==> src/rtl/tdc_cal_pkg.sv <==
// Shared definitions for the TDC calibration pulser: register map, FSM states, CTRL layout, LFSR.
// Latency: n/a (declarations only).
// Backpressure: n/a (declarations only).
package tdc_cal_pkg;

    // Register offsets relative to the block base address
    localparam logic [1:0] CAL_CTRL = 2'd0;
    localparam logic [1:0] CAL_PER  = 2'd1;
    localparam logic [1:0] CAL_CNT  = 2'd2;
    localparam logic [1:0] CAL_STAT = 2'd3;

    // CTRL bit positions
    localparam int CTRL_START     = 0;
    localparam int CTRL_ABORT     = 1;
    localparam int CTRL_SWEEP     = 2;
    localparam int CTRL_CODE_LSB  = 3;
    localparam int CTRL_WIDTH_LSB = 8;

    // x^5 + x^3 + 1: feedback taps on bits 4 and 2 of a left-shifting register
    localparam logic [4:0] LFSR_POLY  = 5'b10100;
    // An all-zero LFSR state locks up, so a zero seed is replaced by this value
    localparam logic [4:0] LFSR_SEED0 = 5'h1F;

    typedef enum logic [2:0] {
        ST_IDLE  = 3'd0,
        ST_ARM   = 3'd1,
        ST_PULSE = 3'd2,
        ST_GAP   = 3'd3,
        ST_DONE  = 3'd4
    } cal_state_e;

    // Persistent (non-strobe) part of CTRL
    typedef struct packed {
        logic [7:0] width;
        logic [4:0] code0;
        logic       sweep;
    } cal_ctrl_t;

    function automatic logic [4:0] lfsr_next(input logic [4:0] q);
        return {q[3:0], ^(q & LFSR_POLY)};
    endfunction

endpackage

==> src/rtl/tdc_cal_pulser_if.sv <==
// Local-bus interface of the calibration pulser (write strobe, read strobe, address, data).
// Latency: writes land the clock after Write; DataOut is combinational from Read/Address.
// Backpressure: none; the bus is always accepted.
// Signals: DataIn[31:0], Address[7:0], Read, Write (master->slave); DataOut[31:0] (slave->master).
interface tdc_cal_pulser_if;
    logic [31:0] DataIn;
    logic [7:0]  Address;
    logic        Read;
    logic        Write;
    logic [31:0] DataOut;

    modport master (output DataIn, output Address, output Read, output Write, input DataOut);
    modport slave  (input DataIn, input Address, input Read, input Write, output DataOut);
endinterface

==> src/rtl/tdc_cal_regs.sv <==
// Bus decode and register file: CTRL/PERIOD/COUNT storage, STATUS read mux, start/abort strobes.
// Latency: register writes and start/abort strobes appear 1 clk after Write; reads are combinational.
// Backpressure: none; every bus access completes in its own cycle.
// Ports: clk, rst (sync, active-high); bus (slave modport); ctrl_o/period_o/count_o configuration;
//        start_o/abort_o one-cycle strobes; busy_i/done_i/sent_i status from the sequencer.
module tdc_cal_regs
    import tdc_cal_pkg::*;
#(
    parameter logic [7:0]  BASE    = 8'hF0,
    parameter logic [15:0] PER_RST = 16'd50
) (
    input  logic                    clk,
    input  logic                    rst,
    tdc_cal_pulser_if.slave         bus,
    output cal_ctrl_t               ctrl_o,
    output logic [15:0]             period_o,
    output logic [15:0]             count_o,
    output logic                    start_o,
    output logic                    abort_o,
    input  logic                    busy_i,
    input  logic                    done_i,
    input  logic [15:0]             sent_i
);

    cal_ctrl_t   ctrl_q, ctrl_d;
    logic [15:0] period_q, period_d;
    logic [15:0] count_q, count_d;
    logic        start_q, start_d;
    logic        abort_q, abort_d;

    // Offset from BASE; the subtraction keeps the decode correct for unaligned bases
    logic [7:0] off;
    logic       hit;
    logic       wr_en;
    logic       unused_hi;

    assign off       = bus.Address - BASE;
    assign hit       = (off < 8'd4);
    assign wr_en     = bus.Write && hit;
    assign unused_hi = ^bus.DataIn[31:16];

    always_comb begin
        ctrl_d   = ctrl_q;
        period_d = period_q;
        count_d  = count_q;
        start_d  = 1'b0;
        abort_d  = 1'b0;
        if (wr_en) begin
            case (off[1:0])
                CAL_CTRL: begin
                    ctrl_d.width = bus.DataIn[CTRL_WIDTH_LSB +: 8];
                    ctrl_d.code0 = bus.DataIn[CTRL_CODE_LSB +: 5];
                    ctrl_d.sweep = bus.DataIn[CTRL_SWEEP];
                    abort_d      = bus.DataIn[CTRL_ABORT];
                    // abort takes priority over a start in the same write
                    start_d      = bus.DataIn[CTRL_START] & ~bus.DataIn[CTRL_ABORT];
                end
                CAL_PER:  period_d = bus.DataIn[15:0];
                CAL_CNT:  count_d  = bus.DataIn[15:0];
                default:  ;  // STATUS is read-only
            endcase
        end
    end

    always_ff @(posedge clk) begin
        if (rst) begin
            ctrl_q   <= '0;
            period_q <= PER_RST;
            count_q  <= 16'd1;
            start_q  <= 1'b0;
            abort_q  <= 1'b0;
        end else begin
            ctrl_q   <= ctrl_d;
            period_q <= period_d;
            count_q  <= count_d;
            start_q  <= start_d;
            abort_q  <= abort_d;
        end
    end

    // start/abort are strobes and always read back as 0
    always_comb begin
        bus.DataOut = 32'h0;
        if (bus.Read && hit) begin
            case (off[1:0])
                CAL_CTRL: bus.DataOut = {16'h0, ctrl_q.width, ctrl_q.code0, ctrl_q.sweep, 2'b00};
                CAL_PER:  bus.DataOut = {16'h0, period_q};
                CAL_CNT:  bus.DataOut = {16'h0, count_q};
                default:  bus.DataOut = {sent_i, 13'h0, done_i, busy_i, 1'b0};
            endcase
        end
    end

    assign ctrl_o   = ctrl_q;
    assign period_o = period_q;
    assign count_o  = count_q;
    assign start_o  = start_q;
    assign abort_o  = abort_q;

endmodule

==> src/rtl/tdc_cal_pulser.sv <==
// Calibration pulse source for fine-time TDC channels: programmable period/width/count, 5-bit slot code.
// Latency: start written in cycle N -> FineStb in N+2, PulseOut rises in N+3; abort -> IDLE 2 clks after Write.
// Backpressure: none; start while busy is dropped, register writes while busy apply to the next start.
// Ports: clk, rst (sync, active-high); bus (local-bus slave); PulseOut hit pulse; FineCode/FineStb to the
//        delay chip; Busy while a sequence runs.
// Build option: define CAL_PRBS_EN to step FineCode through a 5-bit maximal LFSR in sweep mode.
module tdc_cal_pulser
    import tdc_cal_pkg::*;
#(
    parameter logic [7:0]  BASE    = 8'hF0,
    parameter logic [15:0] PER_RST = 16'd50
) (
    input  logic            clk,
    input  logic            rst,
    tdc_cal_pulser_if.slave bus,
    output logic            PulseOut,
    output logic [4:0]      FineCode,
    output logic            FineStb,
    output logic            Busy
);

    cal_ctrl_t   ctrl;
    logic [15:0] period;
    logic [15:0] count;
    logic        start;
    logic        abort;

    cal_state_e  state_q, state_d;
    logic [16:0] cnt_q, cnt_d;        // clocks since the current pulse rose
    logic [7:0]  w_q, w_d;            // effective pulse width
    logic [16:0] eff_q, eff_d;        // effective rise-to-rise period
    logic [15:0] lim_q, lim_d;        // pulse count, 0 = continuous
    logic        sweep_q, sweep_d;
    logic [4:0]  code_q, code_d;
    logic [15:0] sent_q, sent_d;
    logic        done_q, done_d;

    logic        busy;

    tdc_cal_regs #(
        .BASE    (BASE),
        .PER_RST (PER_RST)
    ) u_regs (
        .clk      (clk),
        .rst      (rst),
        .bus      (bus),
        .ctrl_o   (ctrl),
        .period_o (period),
        .count_o  (count),
        .start_o  (start),
        .abort_o  (abort),
        .busy_i   (busy),
        .done_i   (done_q),
        .sent_i   (sent_q)
    );

    // Start-time derived parameters. The period is clamped to w+2 so there is always at
    // least one GAP cycle plus the ARM cycle between pulses.
    logic [7:0]  w_start;
    logic [16:0] wp2_start;
    logic [16:0] per_start;
    logic [16:0] eff_start;
    logic [4:0]  code_first;
    logic [4:0]  code_step;

    assign w_start   = (ctrl.width == 8'd0) ? 8'd1 : ctrl.width;
    assign wp2_start = {9'd0, w_start} + 17'd2;
    assign per_start = {1'b0, period};
    assign eff_start = (per_start > wp2_start) ? per_start : wp2_start;

`ifdef CAL_PRBS_EN
    assign code_first = (ctrl.sweep && ctrl.code0 == 5'd0) ? LFSR_SEED0 : ctrl.code0;
    assign code_step  = sweep_q ? lfsr_next(code_q) : code_q;
`else
    assign code_first = ctrl.code0;
    assign code_step  = sweep_q ? code_q + 5'd1 : code_q;
`endif

    always_comb begin
        state_d = state_q;
        cnt_d   = cnt_q;
        w_d     = w_q;
        eff_d   = eff_q;
        lim_d   = lim_q;
        sweep_d = sweep_q;
        code_d  = code_q;
        sent_d  = sent_q;
        done_d  = done_q;

        case (state_q)
            ST_IDLE: begin
                if (start && !abort) begin
                    w_d     = w_start;
                    eff_d   = eff_start;
                    lim_d   = count;
                    sweep_d = ctrl.sweep;
                    code_d  = code_first;
                    sent_d  = 16'd0;
                    done_d  = 1'b0;
                    state_d = ST_ARM;
                end
            end
            ST_ARM: begin
                cnt_d   = 17'd0;
                state_d = ST_PULSE;
            end
            ST_PULSE: begin
                cnt_d = cnt_q + 17'd1;
                if (cnt_q == {9'd0, w_q - 8'd1}) begin
                    sent_d  = (sent_q == 16'hFFFF) ? sent_q : sent_q + 16'd1;
                    state_d = ST_GAP;
                end
            end
            ST_GAP: begin
                cnt_d = cnt_q + 17'd1;
                // leave one cycle early: the ARM cycle completes the period
                if (cnt_q == eff_q - 17'd2) begin
                    if (lim_q != 16'd0 && sent_q == lim_q) begin
                        state_d = ST_DONE;
                    end else begin
                        code_d  = code_step;
                        state_d = ST_ARM;
                    end
                end
            end
            ST_DONE: begin
                done_d  = 1'b1;
                state_d = ST_IDLE;
            end
            default: state_d = ST_IDLE;
        endcase

        if (abort) begin
            state_d = ST_IDLE;
        end
    end

    always_ff @(posedge clk) begin
        if (rst) begin
            state_q <= ST_IDLE;
            cnt_q   <= '0;
            w_q     <= 8'd1;
            eff_q   <= 17'd3;
            lim_q   <= 16'd1;
            sweep_q <= 1'b0;
            code_q  <= '0;
            sent_q  <= '0;
            done_q  <= 1'b0;
        end else begin
            state_q <= state_d;
            cnt_q   <= cnt_d;
            w_q     <= w_d;
            eff_q   <= eff_d;
            lim_q   <= lim_d;
            sweep_q <= sweep_d;
            code_q  <= code_d;
            sent_q  <= sent_d;
            done_q  <= done_d;
        end
    end

    assign busy     = (state_q == ST_ARM) || (state_q == ST_PULSE) || (state_q == ST_GAP);
    assign Busy     = busy;
    assign PulseOut = (state_q == ST_PULSE);
    assign FineStb  = (state_q == ST_ARM);
    assign FineCode = code_q;

endmodule

==> src/flat_wrapper.sv <==
// flat-port wrapper written by rule: the top's interface ports become plain ports
module tdc_cal_pulser_flat import tdc_cal_pkg::*;
#(
    parameter logic [7:0]  BASE    = 8'hF0,
    parameter logic [15:0] PER_RST = 16'd50
)
  (clk, rst, PulseOut, FineCode, FineStb, Busy, bus_DataIn, bus_Address, bus_Read, bus_Write, bus_DataOut);
  tdc_cal_pulser_if bus_i ();
  input  logic clk;
  input  logic rst;
  output logic PulseOut;
  output logic [4:0] FineCode;
  output logic FineStb;
  output logic Busy;
  input wire logic [$bits(bus_i.DataIn)-1:0] bus_DataIn;
  input wire logic [$bits(bus_i.Address)-1:0] bus_Address;
  input wire logic [$bits(bus_i.Read)-1:0] bus_Read;
  input wire logic [$bits(bus_i.Write)-1:0] bus_Write;
  output wire logic [$bits(bus_i.DataOut)-1:0] bus_DataOut;
  assign bus_i.DataIn = bus_DataIn;
  assign bus_i.Address = bus_Address;
  assign bus_i.Read = bus_Read;
  assign bus_i.Write = bus_Write;
  assign bus_DataOut = bus_i.DataOut;
  tdc_cal_pulser #(.BASE(BASE), .PER_RST(PER_RST)) u_core (.clk(clk), .rst(rst), .bus(bus_i), .PulseOut(PulseOut), .FineCode(FineCode), .FineStb(FineStb), .Busy(Busy));
endmodule
==> config.mk <==
export PLATFORM = sky130hd
export DESIGN_NAME = tdc_cal_pulser_flat
export DESIGN_NICKNAME = d
export VERILOG_FILES = /design/src/rtl/tdc_cal_pkg.sv /design/src/rtl/tdc_cal_pulser_if.sv /design/src/rtl/tdc_cal_regs.sv /design/src/rtl/tdc_cal_pulser.sv /design/src/flat_wrapper.sv
export SDC_FILE = /design/constraint.sdc
export NUM_CORES = 1
export LEC_CHECK = 0
export BUFFER_PORTS_ARGS = -buffer_cell sky130_fd_sc_hd__buf_2
export CORE_ASPECT_RATIO = 1.75
export CORE_MARGIN = 4
export CORE_UTILIZATION = 25
export DETAILED_ROUTE_END_ITERATION = 12
export HOLD_SLACK_MARGIN = 0.06
export PLACE_DENSITY = 0.42
export SYNTH_ARGS = -nofsm -noshare
export SYNTH_HDL_FRONTEND = slang
export SYNTH_SLANG_ARGS = --single-unit
==> constraint.sdc <==
create_clock -name clk -period 4.1 [get_ports clk]
set_input_delay 0.205 -clock clk [delete_from_list [all_inputs] [get_ports clk]]
set_output_delay 0.205 -clock clk [all_outputs]
set_load 0.005 [all_outputs]
==> flow_summary.toml, run 1 <==
[status]
outcome = "finished clean"

[clock_tree]
cts_resized = 0
cts.sinks = 131
clk_path_buf_depth = 2
clockRootBuffer = "clkbuf_16"
cts_tree = "built"
cts_max_level = 4
cts_inserted_buffers = 17
clk_pin_slew_ns = 0.06
insertion_delay_ns = 0.44

[critical_path]
worst-path-buf-inv = 1
reg2reg_slack_ns = 0.88
critPathRequiredTime_ns = 4.46
critPathCapture = "u_core.sent_q[11]$_SDFFE_PP0P_"
cp_top_family = "simple AND/OR/NAND/NOR gates"
cpPeakStageDelay_ns = 0.51
cp_slowest_cell = "or4b_1"
startpoint_type = "register"
r2r_end = "u_core.sent_q[11]$_SDFFE_PP0P_"
r2r_cells = 10
worstPathCellList = "inv_1 > ha_1 > or3b_1 > o31a_1 > or4b_1 > o211ai_1 > and4_1 > o21ai_1 > or3_1 > a21oi_1"
worstPathMaxFanout = 9
r2r_start = "u_core.w_q[0]$_SDFFE_PP1P_"
worst-path-stages = 10
crit_start = "u_core.w_q[0]$_SDFFE_PP1P_"
arrival_ns = 3.58
end_kind = "register"
path_class = "register to register"

[global_routing]
antenna_found_initial = 0
grt_max_degree = 63
grt_pass1_wl_um = 39800
grt_usage_pct = 16.4
gr-total-overflow = 0
grt_pass1_vias = 6775

[layout]
drive_gt1_share_pct = 12.8
final_area_mm2 = 0.00871
fillerInstances = 3226
syn_to_final_growth_pct = 19.6
insertedDiodeCount = 0
layout.nets = 1069
final_util_pct = 30.3

[job]
maxCapViolCount = 0

[timing]
fin_crit_sh_pct = 78.5
slew_violations = 0
setup_tns_ns = 0
relSlewSlack_pct = 46.0
setup_violations = 0
fin_skew_ns = 0.00804
rsz0062_at_grt = "false"
worst_pin_slew_ns = 0.806
finalCriticalPeriod_ns = 3.22
fmax_mhz = 311
final_hold_viol_count = 0

[pwr]
p_comb_share_pct = 2.9
power.share.clock_pct = 54.7
p_int_mw = 2.32
ir_worst_vdd_v = 0.000345
swShare_pct = 22.6
p_per_area_mw_per_mm2 = 345
switchingPower_uw = 679
fin_total_pwr_mw = 3.00
power_frac_seq_pct = 42.4
power.leakage_nw = 3.06

[logic_synthesis]
muxShareOfSynthArea_pct = 3.21
synth-simple-area-share_pct = 31.1
yosysSeqAreaShare_pct = 36.0
ys_ff_latch = 131
synth-main-ff-cell = "dfxtp_1"
synth_top_area_share_pct = 36.0
syn-cell-area_mm2 = 0.00729
synthCells = 963
ys_async_sr_fraction_pct = 0
synth-compound-area-share_pct = 16.2
syn_area_per_cell_um2 = 7.57
synth_edf_count = 0
yosys.cell_types.count = 67
ys_top_cells_by_area = "dfxtp_1 36%, nand2_1 10%, a21oi_1 7.6%, xnor2_1 4.3%, nor2_1 3.5%"
yosys_warnings = 0
yosys.area.top_type = "dfxtp_1"
synth_nets = 1021
synth-xor-area-share_pct = 6.46
synth_top_family_by_area = "simple AND/OR/NAND/NOR gates"
synthAdderAreaFrac_pct = 2.40

[route]
first_pass_iters = 5
drt_iter0_markers = 343
via_per_inst = 4.98
antenna_left = 0
num_vias = 6979
wl_um = 25500
post_drt_wl_per_cell_um = 18.2
drc_errors = 0

[min_path]
hold_class = "input pin to register"

[placed_design]
placed_cell_area_mm2 = 0.00794
place_congestion = 0.858
portBuffers = 67
hpwl_um = 19400

[die]
num_rows = 82
num_io_pins = 84
fp.dieH_um = 234
die_x_um = 137
start_util_pct = 25.4
core-area_mm2 = 0.0287
dieArea_mm2 = 0.0321
-- state kept, by name (all words and copies together), names as in the netlist --
name	cells
u_core.u_regs.ctrl_o	14
u_core.lim_q	16
u_core.u_regs.period_o	16
u_core.sweep_q	1
u_core.state_q	3
u_core.w_q	8
u_core.cnt_q	17
u_core.u_regs.abort_o	1
u_core.eff_q	16
u_core.done_q	1
u_core.sent_q	16
u_core.u_regs.start_o	1
u_core.FineCode	5
u_core.u_regs.count_o	16
-- cells in the mapped netlist, drive strengths merged, types with 7 or more instances --
cell type	instances
o21ai	19
nor4	27
a21oi	111
dfxtp	131
or3	14
xnor2	36
nand3	40
inv	20
or2	7
nor3	22
and2	17
buf	8
nand4	20
ha	14
and3	10
or4	8
nand2	201
nor2	68
clkbuf	57
o211ai	15
xor2	15
and4	7
mux2i	20
-- worst min path at each step --
stage	cells after the start	end	startpoint
floorplan	1	u_core.u_regs.start_o$_SDFF_PP0_	bus_DataIn[1]
global placement	2	u_core.w_q[7]$_SDFFE_PP0P_	u_core.w_q[7]$_SDFFE_PP0P_
detailed placement	2	u_core.lim_q[4]$_SDFFE_PP0P_	u_core.u_regs.count_o[4]$_SDFFE_PP0P_
CTS	3	u_core.u_regs.period_o[13]$_SDFFE_PP0P_	bus_DataIn[13]
global route	3	u_core.u_regs.period_o[13]$_SDFFE_PP0P_	bus_DataIn[13]
finish	3	u_core.u_regs.period_o[13]$_SDFFE_PP0P_	bus_DataIn[13]
-- worst min-delay path, stage by stage --
cell     delay [ns]
buf_2          0.15
nand2_1        0.07
a21oi_1        0.05
-- power by group through the flow --
| stage | Sequential [mW] | Clock (mW) | Combinational, mW |
|---|---|---|---|
| 2_1_floorplan | 1.30 | 0 | 0.0388 |
| 3_3_place_gp | 1.30 | 0 | 0.0774 |
| 3_5_place_dp | 1.30 | 0 | 0.0767 |
| 4_1_cts | 1.27 | 1.68 | 0.0870 |
| 5_1_grt | 1.27 | 1.73 | 0.0933 |
| 6_report | 1.27 | 1.64 | 0.0867 |
-- cell families after synthesis --
group	count (synthesis)
mux	22
fa+ha+maj	14
xor+xnor	52
buf+inv	86
simple gates	464
compound gates	194
flops	131
-- through the flow --
step | cells | hold slack (ns) | setup WS [ns]
after detailed placement | 1356 | 0.465 | 0.890
after floorplan | 963 | 0.282 | 1.24
after CTS | 1402 | 0.0601 | 0.876
final | 1402 | 0.0889 | 0.881
after global routing | 1402 | 0.0617 | 0.695
after global placement | 1356 | 0.460 | 0.910
-- repair_timing --
item / CTS / global route
hold buffers: 14 / 0
hold endpoints to repair: 37 / 0
buffers inserted: 0 / 0
-- cells in the final DEF (no fill, tap or decap), drive strengths merged, types with 6 or more instances in the layout --
master	synthesis	routed
a21oi	111	111
nor3	22	22
ha	14	14
mux2i	20	20
or3	14	14
nand3	40	40
dfxtp	131	131
buf	8	80
o21a	6	6
and2	17	17
a211oi	6	6
o31ai	6	6
dlygate4sd3	0	14
xor2	15	15
and4	7	7
and3	10	10
o211ai	15	15
nand2	201	201
nor4	27	27
nor2	68	68
or2	7	7
inv	20	22
nand4	20	20
clkbuf	57	21
o21ai	19	19
or4	8	8
xnor2	36	36
-- layout make-up --
cell class | instances | area (um^2) | share of cell area, %
clock buffers | 21 | 480 | 5.51
clock inverters | 11 | 148 | 1.69
inverters | 21 | 78.8 | 0.905
multi-input cells | 746 | 4330 | 49.7
flip-flops and latches | 131 | 2620 | 30.1
well taps | 378 | 473 | 5.43
repair buffers | 94 | 576 | 6.61
-- layer usage --
layer | up-vias | share of wire, % | GRT usage (%)
met5 | - | 0 | 0
met3 | 43 | 2.7 | 2.92
met2 | 132 | 53 | 29.5
met1 | 3306 | 39 | 18.0
li1 | 3498 | - | -
met4 | 0 | 4.9 | 8.74
(Power assumes the default switching activity.)
==> run 2: changes to the inputs <==
==> constraint.sdc (replaced) <==
create_clock -name clk -period 3.2 [get_ports clk]
set_input_delay 0.16 -clock clk [delete_from_list [all_inputs] [get_ports clk]]
set_output_delay 0.16 -clock clk [all_outputs]
set_load 0.005 [all_outputs]
==> run 2 against run 1 <==
Effect of this change:
- sequential cell count unchanged
- routed wire length increased by 2.5%
- clock-buffer cell count rose by 1
- hold slack improved by 0.13 ns
- via count rose by 1.0%
- combinational power up 34%
- cell count rose by 1.3%
- non-clock buffer count rose by 20
==> flow_summary.toml, run 2 (synthesized netlist as in run 1, its figures left out) <==
[clock_tree]
cts_inserted_buffers = 17
insertion_delay_ns = 0.44
cts_max_level = 4
clk_pin_slew_ns = 0.06
cts.sinks = 131
postCtsSetupRepairBufs = 0
clockRootBuffer = "clkbuf_16"
clk_path_buf_depth = 2
cts_tree = "built"

[timing]
slew_violations = 0
fmax_mhz = 327
fin_skew_ns = 0.0101
worst_pin_slew_ns = 0.762
setup_tns_ns = 0
final_hold_viol_count = 0
finalCriticalPeriod_ns = 3.06
rsz0062_at_grt = "false"
relSlewSlack_pct = 48.7
fin_crit_sh_pct = 95.7
worst_hold_slack_ns = 0.222
setup_violations = 0

[critical_path]
startpoint_type = "register"
cpPeakStageDelay_ns = 0.50
cp_top_family = "simple AND/OR/NAND/NOR gates"
r2r_end = "u_core.sent_q[7]$_SDFFE_PP0P_"
worstPathMaxFanout = 7
path_class = "register to register"
worstPathCellList = "inv_1 > ha_1 > or3b_1 > o31a_1 > or4b_1 > o211ai_1 > and4_1 > o21ai_1 > or4_1 > nand2_1"
r2r_cells = 10
reg2reg_slack_ns = 0.14
cp_slowest_cell = "or4b_1"
r2r_start = "u_core.w_q[0]$_SDFFE_PP1P_"
worst-path-buf-inv = 1
critPathRequiredTime_ns = 3.58
arrival_ns = 3.44
end_kind = "register"

[route]
wl_um = 26100
num_vias = 7050
post_drt_wl_per_cell_um = 18.4
antenna_left = 0
via_per_inst = 4.96
drc_errors = 0
drt_iter0_markers = 304
first_pass_iters = 4

[layout]
final_util_pct = 30.9
regMostFlops = "u_core.cnt_q"
layout.nets = 1089
layout_commonest_cell = "nand2_1"
fillerInstances = 3198
largest_reg_flops = 17
insertedDiodeCount = 0
final_cell_mix = "201 x nand2_1, 131 x dfxtp_1, 111 x a21oi_1"
syn_to_final_growth_pct = 22.0
drive_gt1_share_pct = 14.3
final_area_mm2 = 0.00889

[pwr]
power.leakage_nw = 3.18
p_comb_share_pct = 3.0
ir_worst_vdd_v = 0.000316
p_per_area_mw_per_mm2 = 437
power_frac_seq_pct = 42.0
switchingPower_uw = 833
power.share.clock_pct = 55.0
p_int_mw = 3.05
swShare_pct = 21.4

[die]
core-area_mm2 = 0.0287
die_x_um = 137
start_util_pct = 25.4
fp.dieH_um = 234
num_rows = 82
num_io_pins = 84
dieArea_mm2 = 0.0321

[global_routing]
grt_pass1_vias = 7040
antenna_found_initial = 0
grt_max_degree = 59
gr-total-overflow = 0
grt_usage_pct = 16.9
grt_pass1_wl_um = 41200

[status]
outcome = "finished clean"

[min_path]
hold_class = "input pin to register"
min_to = "u_core.lim_q[0]$_SDFFE_PP1P_"
min-delay-start = "rst"
hold_depth = 4

[placed_design]
placed_cell_area_mm2 = 0.00808
hpwl_um = 20000
place_congestion = 0.867
portBuffers = 67

[job]
maxCapViolCount = 0
run 2: power by group through the flow:
stage	clock, mW	sequential, mW	combinational (mW)
final	2.14	1.63	0.116
after global routing	2.25	1.63	0.126
after CTS	2.19	1.63	0.116
after detailed placement	0	1.67	0.101
after global placement	0	1.67	0.102
after floorplan	0	1.67	0.0497
run 2: worst max path at each step:
stage,start,to,depth (start not counted)
3_5_place_dp,u_core.eff_q[1]$_SDFFE_PP1P_,u_core.state_q[0]$_SDFFE_PP0P_,11
4_1_cts,u_core.eff_q[1]$_SDFFE_PP1P_,u_core.state_q[0]$_SDFFE_PP0P_,11
5_1_grt,u_core.eff_q[1]$_SDFFE_PP1P_,u_core.FineCode[4]$_SDFFE_PP0P_,10
3_3_place_gp,u_core.eff_q[3]$_SDFFE_PP0P_,u_core.state_q[0]$_SDFFE_PP0P_,9
2_1_floorplan,u_core.w_q[0]$_SDFFE_PP1P_,u_core.sent_q[7]$_SDFFE_PP0P_,11
6_report,u_core.w_q[0]$_SDFFE_PP1P_,u_core.sent_q[7]$_SDFFE_PP0P_,10
run 2: area by class of cell:
type | instances | area, um^2 | share of cell area [%]
multi-input combinational | 746 | 4350 | 48.9
inverter | 21 | 78.8 | 0.887
tap | 378 | 473 | 5.32
sequential | 131 | 2620 | 29.5
clock buffer | 22 | 484 | 5.45
timing repair buffer | 114 | 731 | 8.22
clock inverter | 8 | 150 | 1.69
run 2: worst min-delay path, stage by stage:
cell      delay [ns]
buf_4           0.10
clkinv_1        0.06
buf_4           0.21
nand3_1         0.09
run 2: metrics by stage:
step / power [mW] / worst slack, ns / instances
finish: 3.88 / 0.137 / 1420
global route: 4.00 / 0.00768 / 1420
CTS: 3.94 / 0.0234 / 1420
detailed placement: 1.77 / 0.0354 / 1374
global placement: 1.77 / 0.0835 / 1374
floorplan: 1.72 / 0.345 / 963
run 2: per-layer routing:
metal | wire [um] | up-vias | GRT usage [%]
met5 | 0 | - | 0
met4 | 932 | 0 | 7.21
met3 | 751 | 33 | 2.40
met2 | 14500 | 148 | 32.5
met1 | 9950 | 3330 | 18.0
li1 | - | 3539 | -
run 2: what timing repair did:
item,in CTS,in global routing
endpoints found under the setup margin,0,7
endpoints found under the hold margin,44,0
hold buffers,16,0
resized for setup,0,3
==> run 3: changes to the inputs <==
--- a/config.mk
+++ b/config.mk
@@ -5,13 +5,14 @@
 export SDC_FILE = /design/constraint.sdc
 export NUM_CORES = 1
 export LEC_CHECK = 0
-export BUFFER_PORTS_ARGS = -buffer_cell sky130_fd_sc_hd__buf_2
 export CORE_ASPECT_RATIO = 1.75
 export CORE_MARGIN = 4
 export CORE_UTILIZATION = 25
+export CTS_BUF_LIST = sky130_fd_sc_hd__clkbuf_2 sky130_fd_sc_hd__clkbuf_4 sky130_fd_sc_hd__clkbuf_8
 export DETAILED_ROUTE_END_ITERATION = 12
+export DONT_BUFFER_PORTS = 1
 export HOLD_SLACK_MARGIN = 0.06
-export PLACE_DENSITY = 0.42
+export PLACE_DENSITY = 0.39
 export SYNTH_ARGS = -nofsm -noshare
 export SYNTH_HDL_FRONTEND = slang
 export SYNTH_SLANG_ARGS = --single-unit
==> run 3 against run 2 <==
Effect of this change:
- sequential cell count is the same
- total power shrank 19%
- clock skew shrank 0.0013 ns
- hold slack lost 0.13 ns
- via count shrank 3.5%
- fmax shrank 0.84%
- sequential share of layout area grew 1.5 points
- routed wire length grew 2.5%
- highest routed layer unchanged
==> flow_summary.toml, run 3 (synthesized netlist as in run 1, its figures left out) <==
[status]
outcome = "finished clean"

[layout]
multi_input_area_mm2 = 0.00435
layout.nets = 1037
syn_to_final_growth_pct = 15.9
final_cell_mix = "201 x nand2_1, 131 x dfxtp_1, 111 x a21oi_1"
regMostFlops = "u_core.cnt_q"
fillerInstances = 3226
final_area_mm2 = 0.00845
largest_reg_flops = 17
drive_gt1_share_pct = 9.48
final_util_pct = 29.4
register_area_mm2 = 0.00262
layout_commonest_cell = "nand2_1"
stdcell_count = 1371

[timing]
worst_hold_slack_ns = 0.0910
fin_crit_sh_pct = 96.5
finalCriticalPeriod_ns = 3.09
slew_violations = 0
worst_pin_slew_ns = 0.784
setup_violations = 0
fin_skew_ns = 0.00884
final_hold_viol_count = 0
fmax_mhz = 324
rsz0062_at_grt = "true"
relSlewSlack_pct = 47.6

[global_routing]
antenna_found_initial = 0
grt_usage_pct = 17.0
grt_pass1_wl_um = 40700
grt_max_degree = 112
gr-total-overflow = 0
grt_pass1_vias = 6787

[critical_path]
cp_top_family = "simple AND/OR/NAND/NOR gates"
worstPathMaxFanout = 7
startpoint_type = "register"
path_class = "register to register"
end_kind = "register"
worst-path-buf-inv = 1
critPathRequiredTime_ns = 3.62
arrival_ns = 3.51
worstPathCellList = "inv_1 > ha_1 > or3b_1 > o31a_1 > or4b_1 > o211ai_1 > and4_4 > o21ai_1 > or4_1 > nand2_1"
cpPeakStageDelay_ns = 0.50
cp_slowest_cell = "or4b_1"

[die]
num_rows = 82
start_util_pct = 25.4
dieArea_mm2 = 0.0321
die_x_um = 137
num_io_pins = 84
core-area_mm2 = 0.0287
fp.dieH_um = 234

[clock_tree]
cts_tree = "built"
postCtsSetupRepairBufs = 0
cts_max_level = 4
clk_pin_slew_ns = 0.07
clockRootBuffer = "clkbuf_8"
insertion_delay_ns = 0.48
clk_path_buf_depth = 2
cts.sinks = 131
cts_inserted_buffers = 17

[min_path]
hold_class = "input pin to register"

[route]
num_vias = 6805
post_drt_wl_per_cell_um = 19.5
drc_errors = 0
drt_iter0_markers = 331
via_per_inst = 4.96
first_pass_iters = 5
antenna_left = 0
wl_um = 26800

[placed_design]
placed_cell_area_mm2 = 0.00780
portBuffers = 0
hpwl_um = 20200
place_congestion = 0.799
post-place-cells = 1314

[job]
maxCapViolCount = 0

[pwr]
p_per_area_mw_per_mm2 = 371
ir_worst_vdd_v = 0.000217
power.leakage_nw = 2.83
run 3: cell types whose count changed in the layout (fill, tap and decap cells not counted), moves of 2 or more:
cell | before | now
buf_2 | 66 | 0
clkbuf_16 | 17 | 0
clkbuf_8 | 4 | 20
clkbuf_4 | 0 | 7
dlygate4sd3_1 | 16 | 23
buf_4 | 32 | 38
bufinv_16 | 4 | 1
clkinv_2 | 1 | 4
clkinv_4 | 2 | 0
run 3: where the power goes:
part	switching (mW)	internal [mW]
logic	0.0605	0.0331
clock network	0.677	0.731
registers	0.00109	1.63
total	0.739	2.39
run 3: cell type report:
class                      count  area share [%]
multi-input combinational    746            51.5
sequential                   131            31.0
clock inverter                 5           0.592
antenna                        1          0.0296
clock buffer                  27            3.88
inverter                      21           0.933
tap                          378            5.60
timing repair buffer          62            6.43
run 3: path summary, 6_finish.rpt:
kind                                     from                       endpoint  slack (ns)  cells after the start
setup / recovery   u_core.w_q[0]$_SDFFE_PP1P_  u_core.sent_q[7]$_SDFFE_PP0P_        0.11                     10
hold / removal                            rst   u_core.cnt_q[3]$_SDFFE_PP0P_        0.09                      2
setup reg to reg   u_core.w_q[0]$_SDFFE_PP1P_  u_core.sent_q[7]$_SDFFE_PP0P_        0.11                     10
hold reg to reg   u_core.sweep_q$_SDFFE_PP0P_    u_core.sweep_q$_SDFFE_PP0P_        0.46                      2
run 3: per-layer routing:
metal	global-route usage [%]	share of wire, %	vias up
met5	0	0	-
met4	7.71	3.9	0
met3	3.16	2.8	36
met2	31.8	55	113
met1	18.1	38	3230
li1	-	-	3426
run 3: timing repair:
action | in CTS | in global routing
hold buffers | 24 | 0
hold endpoints to repair | 118 | 0
resized for setup | 0 | 4
endpoints found under the setup margin | 0 | 8
run 3: per-stage QoR:
stage          power, mW  TNS [ns]  setup WS (ns)
2_1_floorplan       1.72         0          0.345
3_3_place_gp        1.70         0          0.151
3_5_place_dp        1.70         0         0.0752
4_1_cts             3.19         0         0.0537
5_1_grt             3.24  -0.00552       -0.00552
6_report            3.13         0          0.111
